==> config.mk <==
export PLATFORM = sky130hd
export DESIGN_NAME = intr_sched27_flat
export DESIGN_NICKNAME = d
export VERILOG_FILES = /design/src/rtl/intr_pkg.sv /design/src/rtl/intr_sched27_if.sv /design/src/rtl/intr_prio_enc27.sv /design/src/rtl/intr_sched27.sv /design/src/flat_wrapper.sv
export SDC_FILE = /design/constraint.sdc
export NUM_CORES = 1
export LEC_CHECK = 0
export BUFFER_PORTS_ARGS = -buffer_cell sky130_fd_sc_hd__buf_2
export CORE_UTILIZATION = 50
export DETAILED_ROUTE_END_ITERATION = 16
export PLACE_DENSITY = 0.79
export SLEW_MARGIN = 20
export SYNTH_ARGS = -nofsm -noshare
export SYNTH_HDL_FRONTEND = slang
export SYNTH_HIERARCHICAL = 1
export SYNTH_SLANG_ARGS = --single-unit
==> constraint.sdc <==
create_clock -name id_clk -period 3 [get_ports id_clk]
set_input_delay 0.45 -clock id_clk [delete_from_list [all_inputs] [get_ports id_clk]]
set_output_delay 0.45 -clock id_clk [all_outputs]
set_load 0.005 [all_outputs]
==> src/rtl/intr_pkg.sv <==
// Shared constants and types for the 27-channel interrupt scheduler.
//   NCH  : channels per request bus
//   NBUS : number of request buses (priority order A, B, C)
//   NVEC : total channel count, also the width of mask/pend
//   VW   : vector width, wide enough for NVEC-1
package intr_pkg;
  localparam int NCH  = 9;
  localparam int NBUS = 3;
  localparam int NVEC = NBUS * NCH;
  localparam int VW   = 5;

  localparam int BUS_A = 0;
  localparam int BUS_B = 1;
  localparam int BUS_C = 2;

  typedef enum logic [1:0] {
    ST_IDLE    = 2'd0,
    ST_ISSUE   = 2'd1,
    ST_SERVICE = 2'd2
  } state_e;
endpackage

==> src/rtl/intr_sched27_if.sv <==
// Request/handshake bundle between peripherals + CPU and the scheduler.
//   id_req_a/b/c : per-bus request lines (level, rising edge is the event)
//   id_mask      : 1 = channel blocked, [8:0]=A, [17:9]=B, [26:18]=C
//   id_ack       : CPU acknowledge of the presented vector
//   id_eoi       : CPU end-of-interrupt pulse
//   id_irq       : interrupt request to the CPU
//   id_vec       : winning vector, bus*9 + chan
//   id_busy      : scheduler is issuing or servicing
//   id_pend      : pending latches, same bit map as id_mask
// master = requesters/CPU side, slave = scheduler side.
interface intr_sched27_if;
  import intr_pkg::*;

  logic [NCH-1:0]  id_req_a;
  logic [NCH-1:0]  id_req_b;
  logic [NCH-1:0]  id_req_c;
  logic [NVEC-1:0] id_mask;
  logic            id_ack;
  logic            id_eoi;
  logic            id_irq;
  logic [VW-1:0]   id_vec;
  logic            id_busy;
  logic [NVEC-1:0] id_pend;

  modport master (
    output id_req_a, id_req_b, id_req_c, id_mask, id_ack, id_eoi,
    input  id_irq, id_vec, id_busy, id_pend
  );

  modport slave (
    input  id_req_a, id_req_b, id_req_c, id_mask, id_ack, id_eoi,
    output id_irq, id_vec, id_busy, id_pend
  );
endinterface

==> src/rtl/intr_prio_enc27.sv <==
// Fixed-priority encoder over the 27 eligible channels.
//   elig  : eligible channels, [8:0]=A, [17:9]=B, [26:18]=C
//   vec   : bus*NCH + chan of the highest-priority set bit (0 if none)
//   valid : at least one channel is eligible
// Bus A beats B beats C; within a bus channel 0 is highest.
module intr_prio_enc27
  import intr_pkg::*;
(
  input  logic [NVEC-1:0] elig,
  output logic [VW-1:0]   vec,
  output logic            valid
);

  // Scan from lowest priority to highest so the last hit is the winner.
  always_comb begin
    // NOTE: every output gets a default before any branch, so no latch is inferred.
    vec   = '0;
    valid = 1'b0;
    for (int b = NBUS - 1; b >= 0; b--) begin
      for (int c = NCH - 1; c >= 0; c--) begin
        if (elig[b*NCH + c]) begin
          vec   = VW'(b*NCH + c);
          valid = 1'b1;
        end
      end
    end
  end

endmodule

==> src/rtl/intr_sched27.sv <==
// 27-channel interrupt scheduler (buses A, B, C x 9 channels).
//   id_clk  : clock, all state on the rising edge
//   id_rstn : asynchronous active-low reset
//   bus     : slave side of intr_sched27_if (requests, mask, ack/eoi in;
//             irq, vec, busy, pend out)
// Rising request edges latch into pend; pend & ~mask competes in a fixed
// priority encoder; the winner is presented with irq until ack, then the
// scheduler waits for eoi before choosing again.
module intr_sched27
  import intr_pkg::*;
(
  input  logic          id_clk,
  input  logic          id_rstn,
  intr_sched27_if.slave bus
);

  logic [NVEC-1:0] req_all;
  logic [NVEC-1:0] hist_q, hist_d;
  logic [NVEC-1:0] pend_q, pend_d;
  logic [NVEC-1:0] rise;
  logic [NVEC-1:0] clr;
  logic [NVEC-1:0] elig;
  state_e          state_q, state_d;
  logic            irq_q, irq_d;
  logic [VW-1:0]   vec_q, vec_d;
  logic            busy_q, busy_d;
  logic [VW-1:0]   enc_vec;
  logic            enc_valid;

  assign req_all = {bus.id_req_c, bus.id_req_b, bus.id_req_a};
  // History is cleared by reset, so a line already high at release is an edge.
  assign rise    = req_all & ~hist_q;
  assign elig    = pend_q & ~bus.id_mask;

  intr_prio_enc27 u_prio_enc (
    .elig  (elig),
    .vec   (enc_vec),
    .valid (enc_valid)
  );

  always_comb begin
    state_d = state_q;
    irq_d   = irq_q;
    vec_d   = vec_q;
    busy_d  = busy_q;
    clr     = '0;
    case (state_q)
      ST_IDLE: begin
        if (enc_valid) begin
          state_d = ST_ISSUE;
          vec_d   = enc_vec;
          irq_d   = 1'b1;
          busy_d  = 1'b1;
        end
      end
      ST_ISSUE: begin
        // irq/vec are frozen here; mask changes or new winners wait.
        // eoi is not looked at, so ack+eoi together acts as ack only.
        if (bus.id_ack) begin
          clr     = NVEC'(1) << vec_q;
          irq_d   = 1'b0;
          state_d = ST_SERVICE;
        end
      end
      ST_SERVICE: begin
        if (bus.id_eoi) begin
          state_d = ST_IDLE;
          busy_d  = 1'b0;
        end
      end
      default: begin
        state_d = ST_IDLE;
        irq_d   = 1'b0;
        busy_d  = 1'b0;
      end
    endcase
    // A new edge on the channel being acknowledged wins over its clear.
    pend_d = (pend_q & ~clr) | rise;
    hist_d = req_all;
  end

  always_ff @(posedge id_clk or negedge id_rstn) begin
    if (!id_rstn) begin
      state_q <= ST_IDLE;
      hist_q  <= '0;
      pend_q  <= '0;
      irq_q   <= 1'b0;
      vec_q   <= '0;
      busy_q  <= 1'b0;
    end else begin
      // NOTE: sequential state uses non-blocking assignments so all flops update together.
      state_q <= state_d;
      hist_q  <= hist_d;
      pend_q  <= pend_d;
      irq_q   <= irq_d;
      vec_q   <= vec_d;
      busy_q  <= busy_d;
    end
  end

  assign bus.id_irq  = irq_q;
  assign bus.id_vec  = vec_q;
  assign bus.id_busy = busy_q;
  assign bus.id_pend = pend_q;

endmodule

==> src/flat_wrapper.sv <==
// flat-port wrapper written by rule: the top's interface ports become plain ports
module intr_sched27_flat import intr_pkg::*;
  (id_clk, id_rstn, bus_id_req_a, bus_id_req_b, bus_id_req_c, bus_id_mask, bus_id_ack, bus_id_eoi, bus_id_irq, bus_id_vec, bus_id_busy, bus_id_pend);
  intr_sched27_if bus_i ();
  input  logic id_clk;
  input  logic id_rstn;
  input wire logic [$bits(bus_i.id_req_a)-1:0] bus_id_req_a;
  input wire logic [$bits(bus_i.id_req_b)-1:0] bus_id_req_b;
  input wire logic [$bits(bus_i.id_req_c)-1:0] bus_id_req_c;
  input wire logic [$bits(bus_i.id_mask)-1:0] bus_id_mask;
  input wire logic [$bits(bus_i.id_ack)-1:0] bus_id_ack;
  input wire logic [$bits(bus_i.id_eoi)-1:0] bus_id_eoi;
  output wire logic [$bits(bus_i.id_irq)-1:0] bus_id_irq;
  output wire logic [$bits(bus_i.id_vec)-1:0] bus_id_vec;
  output wire logic [$bits(bus_i.id_busy)-1:0] bus_id_busy;
  output wire logic [$bits(bus_i.id_pend)-1:0] bus_id_pend;
  assign bus_i.id_req_a = bus_id_req_a;
  assign bus_i.id_req_b = bus_id_req_b;
  assign bus_i.id_req_c = bus_id_req_c;
  assign bus_i.id_mask = bus_id_mask;
  assign bus_i.id_ack = bus_id_ack;
  assign bus_i.id_eoi = bus_id_eoi;
  assign bus_id_irq = bus_i.id_irq;
  assign bus_id_vec = bus_i.id_vec;
  assign bus_id_busy = bus_i.id_busy;
  assign bus_id_pend = bus_i.id_pend;
  intr_sched27 u_core (.id_clk(id_clk), .id_rstn(id_rstn), .bus(bus_i));
endmodule
---- After elaboration in Yosys (flattened, before gate mapping) ----
Cells that the tools add are included.
word-level totals
  flip-flop bits (word level) ............. 63
  input bits .............................. 58
cells by class
  multiplexer cells ....................... 65
  reduce and logical (&&, ||, !) cells .... 5
  shift-type cells ........................ 1
  eq/ne operators ......................... 5
  bitwise operators ....................... 9
operators with widths
  cell                                                    number
  two-way mux 5 bit                                       27
  AND 27 bit                                              3
  NOT 27 bit                                              3
  two-way mux 27 bit                                      2
  two-way mux 1 bit                                       30
  bitwise OR 27 bit                                       1
  left shift 1 x 5 -> 27 bit (first input constant)       1
  AND reduction 3 bit                                     3
  two-way mux 2 bit                                       3
  one-hot mux 1 bit (3 select lines)                      2
  one-hot mux 2 bit (3 select lines)                      1
  inequality test 2 bit (second input constant)           2
  equality test 2 x 1 -> 1 bit (second input constant)    1
  equality test 2 bit (second input constant)             1
  logical NOT 2 bit                                       1
  inequality test 2 x 1 -> 1 bit (second input constant)  1
  NOT 1 bit                                               2
  AND reduction 2 bit                                     1

---- Longest topological paths before layout ----
  depth in word-level cells ............... 31
  depth in mapped cells ................... 7

---- By module ----
The synthesis kept the hierarchy.
by module, submodules not included
  module           area each (sq um)  cells each  seq. area each (sq um)  instances
  intr_sched27     2394.8             206         1576.5                  1
  intr_prio_enc27  331.6              57          0.0                     1

---- Worst setup path before layout ----
Ideal clock, no wire load.
  path kind ............................... register -> register
  start ................................... reg u_core.pend_q[18], in the netlist u_core/bus.id_pend[18]
  end ..................................... reg u_core.vec_q[0], in the netlist u_core/bus.id_vec[0]
  data required time ...................... 2875 ps
  library setup time ...................... 125 ps
  path buffers ............................ 0
  cell stages (with the launch flop) ...... 8
  arrival ................................. 2027 ps
  slack ................................... 849 ps
  cells stage by stage .................... dfrtp_1 -> nor2b_1 -> or4_4 -> nor3b_1 -> nand3b_1 -> nor2b_1 -> and2b_1 -> mux2_2
on the way
  word-level cells in the longest chain between the ends .. 21
RTL lines
  what                                  line                   RTL
  start, declared                       intr_sched27.sv:19     logic [NVEC-1:0] pend_q, pend_d;
  start signal, assigned                intr_sched27.sv:94     pend_q <= pend_d;
  AND 27 bit                            intr_sched27.sv:33     assign elig = pend_q & ~bus.id_mask;
  net u_core.elig[18]                   intr_sched27.sv:22     logic [NVEC-1:0] elig;
  two-way mux 1 bit (19 in series)      intr_prio_enc27.sv:21  if (elig[b*NCH + c]) begin
  net u_core.enc_valid                  intr_sched27.sv:28     logic enc_valid;
  AND reduction 2 bit (no source line)  -
  end signal, assigned                  intr_sched27.sv:96     vec_q <= vec_d;
  end, declared                         intr_sched27.sv:25     logic [VW-1:0] vec_q, vec_d;
The timed path passes the listed nets, and every way through them passes these cells.
A chain may end at the register's enable or synchronous reset.

---- Worst setup path after layout ----
  start ................................... reg u_core.pend_q[18], in the netlist u_core/bus.id_pend[18]
  end ..................................... reg u_core.vec_q[3], in the netlist u_core/bus.id_vec[3]
Same word-level chain as after synthesis.

==> results.sh <==
export IMPL_synth_seq_cells=63
export IMPL_fp_dieW_um=75.84
export IMPL_maxCapViolCount=0
export IMPL_wire_per_inst_um=14.67
export IMPL_num_vias=2294
export IMPL_drt_total_wl_um=6426
export IMPL_max_freq_mhz=433.8
export IMPL_tightest_slew_ns=0.6294
export IMPL_grt_overflow=0
export IMPL_ir_worst_vdd_mv=0.3827
export IMPL_synth_edf_count=0
export IMPL_cts_sink_count=63
export IMPL_crit_fanout=5
export IMPL_power_total_mw=2.159
export IMPL_cp_cell_sequence="nor2b_1 -> or4_4 -> nor3b_1 -> nand3b_1 -> nor2b_1 -> and2b_1 -> mux2_2"
export IMPL_grt_pass1_wl_um=9880
export IMPL_cpPeakStageDelay_ns=0.55
export IMPL_cts_hold_buf=0
export IMPL_viasPerCell=5.237
export IMPL_slew_violations=0
export IMPL_final_area_um2=3447
export IMPL_dpl_cell_area_um2=3253
export IMPL_p_leak_nw=1.547
export IMPL_pre_cts_slack_ns=0.6450
export IMPL_crit_type="reg -> reg"
export IMPL_drc=0
export IMPL_cp_common_cell="nor2b_1"
export IMPL_die_area_um2=5752
export IMPL_slew_headroom=0.5804
export IMPL_syn_nets=321
export IMPL_synthArstFlopShare=1.000
export IMPL_utilization=0.6664
export IMPL_crit_family="simple AND/OR/NAND/NOR gates"
export IMPL_path_clk_slew_ns=0.06
export IMPL_power_density_nw_per_um2=626.3
export IMPL_drive_gt1_frac=0.3179
export IMPL_htreeDepth=3
export IMPL_synth_top_flop_cell="dfrtp_1"
export IMPL_hold_class="in -> async"
export IMPL_yosys_warnings=6
export IMPL_routabilityCongestion=0.8826
export IMPL_cts_tree="yes"
export IMPL_start_kind="flop"
export IMPL_holdWs_ns=0.1252
export IMPL_cp_slowest_cell="or4_4"
export IMPL_area_growth_pct=26.43
export IMPL_yosysSeqAreaShare=0.5782
export IMPL_finalClockSkew_ns=0.009108
export IMPL_initial_core_util=0.5271
export IMPL_critPathArrivalTime_ns=2.52
export IMPL_rsz0062_at_grt="no"
export IMPL_grt_max_degree=37
export IMPL_antenna_found_initial=0
export IMPL_fp_row_count=26
export IMPL_ant_nets=0
export IMPL_timing_final_crit_share=0.7684
export IMPL_clk_latency_ns=0.34
export IMPL_status="complete, no violations"
export IMPL_cts_setup_buffers=0
export IMPL_worstSetupEndpointType="flop"
export IMPL_cts_root_buf="clkbuf_8"
export IMPL_fin_tns_setup_ns=0
export IMPL_port_buffers=91
export IMPL_required_ns=3.22
export IMPL_antenna_cells=0
export IMPL_syn_avg_cell_area_um2=10.37
export IMPL_core_area_um2=5172
export IMPL_finalSetupViolations=0
export IMPL_drt_initial_drc_count=128
export IMPL_crit_buf_inv=0
export IMPL_hold_viol=0
export IMPL_synth_area_um2=2726
export IMPL_cts_buffers=9
export IMPL_first_pass_iters=4
export IMPL_ios=92
export IMPL_cts_resized=0
export IMPL_die_y_um=75.84
export IMPL_hpwl_um=4775
export IMPL_first_global_vias=2173
export IMPL_ctsLongestPathBuffers=2
export IMPL_stdcell_count=438
export IMPL_dp_cells=422
export IMPL_synthCells=263
export IMPL_finalCriticalPeriod_ns=2.305
export IMPL_yosys_cell_types_count=36
export IMPL_nets=421
export IMPL_grt_use_total=0.2446
export IMPL_post_route_worst_setup_slack_ns=0.6947
==> per-layer routing <==
layer,track usage,part of all wire
met1,0.3057,0.41
met2,0.3963,0.51
met3,0.05291,0.061
met4,0.1358,0.018
met5,0,0
==> flip-flops by register name, indices dropped and copies added, names as in the netlist <==
name,flops
u_core/bus.id_pend,27
u_core/hist_q,27
u_core/bus.id_vec,5
u_core/state_q,2
u_core/bus.id_busy,1
u_core/bus.id_irq,1
==> final cells by class <==
| cell class | instances | area [µm²] |
|---|---|---|
| Inverter | 37 | 138.9 |
| Multi-Input combinational cell | 160 | 987.2 |
| Sequential cell | 63 | 1577 |
| Timing Repair Buffer | 92 | 462.9 |
| Tap cell | 70 | 87.58 |
| Fill cell | 429 | 1725 |
| Clock buffer | 13 | 178.9 |
| Clock inverter | 3 | 15.01 |
==> worst paths after layout <==
path,from,endpoint,slack (ns),depth (start not counted)
min reg2reg,u_core/hist_q[24],u_core/bus.id_pend[24],0.41,1
max reg2reg,u_core/bus.id_pend[18],u_core/bus.id_vec[3],0.69,7
min in group id_clk,bus_id_req_a[1],u_core/hist_q[1],0.22,1
min,id_rstn,u_core/bus.id_pend[23],0.13,1
max in group asynchronous,id_rstn,u_core/bus.id_pend[24],1.98,2
max,u_core/bus.id_pend[18],u_core/bus.id_vec[3],0.69,7
==> logic make-up after synthesis <==
kind of cell / count (synthesis) / share of synthesized area
buffers and inverters: 40 / 0.05966
muxes: 6 / 0.02432
AOI/OAI and AO/OA: 75 / 0.1487
DFF: 63 / 0.5782
and+or+nand+nor: 79 / 0.1891
==> Yosys cell counts, drive strengths merged, types with 2 or more instances <==
| master | instances | area share |
|---|---|---|
| nand4b | 4 | 0.013 |
| dfrtp | 63 | 0.58 |
| nor3b | 2 | 0.0055 |
| nor2 | 13 | 0.018 |
| buf | 3 | 0.0087 |
| nor3 | 3 | 0.0055 |
| nand2b | 2 | 0.0046 |
| a221oi | 2 | 0.0064 |
| o21ai | 59 | 0.11 |
| inv | 37 | 0.051 |
| nor4 | 6 | 0.014 |
| mux2 | 5 | 0.021 |
| a211oi | 2 | 0.0055 |
| nor2b | 28 | 0.064 |
| nand4bb | 5 | 0.021 |
| nor4b | 2 | 0.0087 |
| a21oi | 6 | 0.011 |
| nand2 | 4 | 0.0055 |
| or4b | 2 | 0.0087 |
| nand3b | 2 | 0.0055 |
| o31ai | 3 | 0.0083 |
==> power by group <==
group          switching, mW  internal [mW]  leakage (nW)  total, mW
combinational          0.228          0.202         0.775      0.430
clock                  0.313          0.386         0.105      0.699
sequential            0.0933          0.937         0.667       1.03
total                  0.635           1.52          1.55       2.16
==> cells in the final DEF (no fill, tap or decap), types with 2 or more instances in the layout <==
cell type   n
mux2_2      5
o31ai_1     3
nor3b_1     2
nand4bb_1   5
nand4b_1    4
nor2_1     13
nand2b_1    2
nand3b_1    2
o21ai_0    44
a211oi_1    2
clkbuf_8   13
a221oi_1    2
o21ai_1    15
nor2b_1    28
dfrtp_1    63
nand2_1     4
inv_1      37
clkinv_2    3
buf_2      91
nor4_1      6
nor3_1      3
a21oi_1     6
Note: power is estimated with default switching activity, not from simulation.
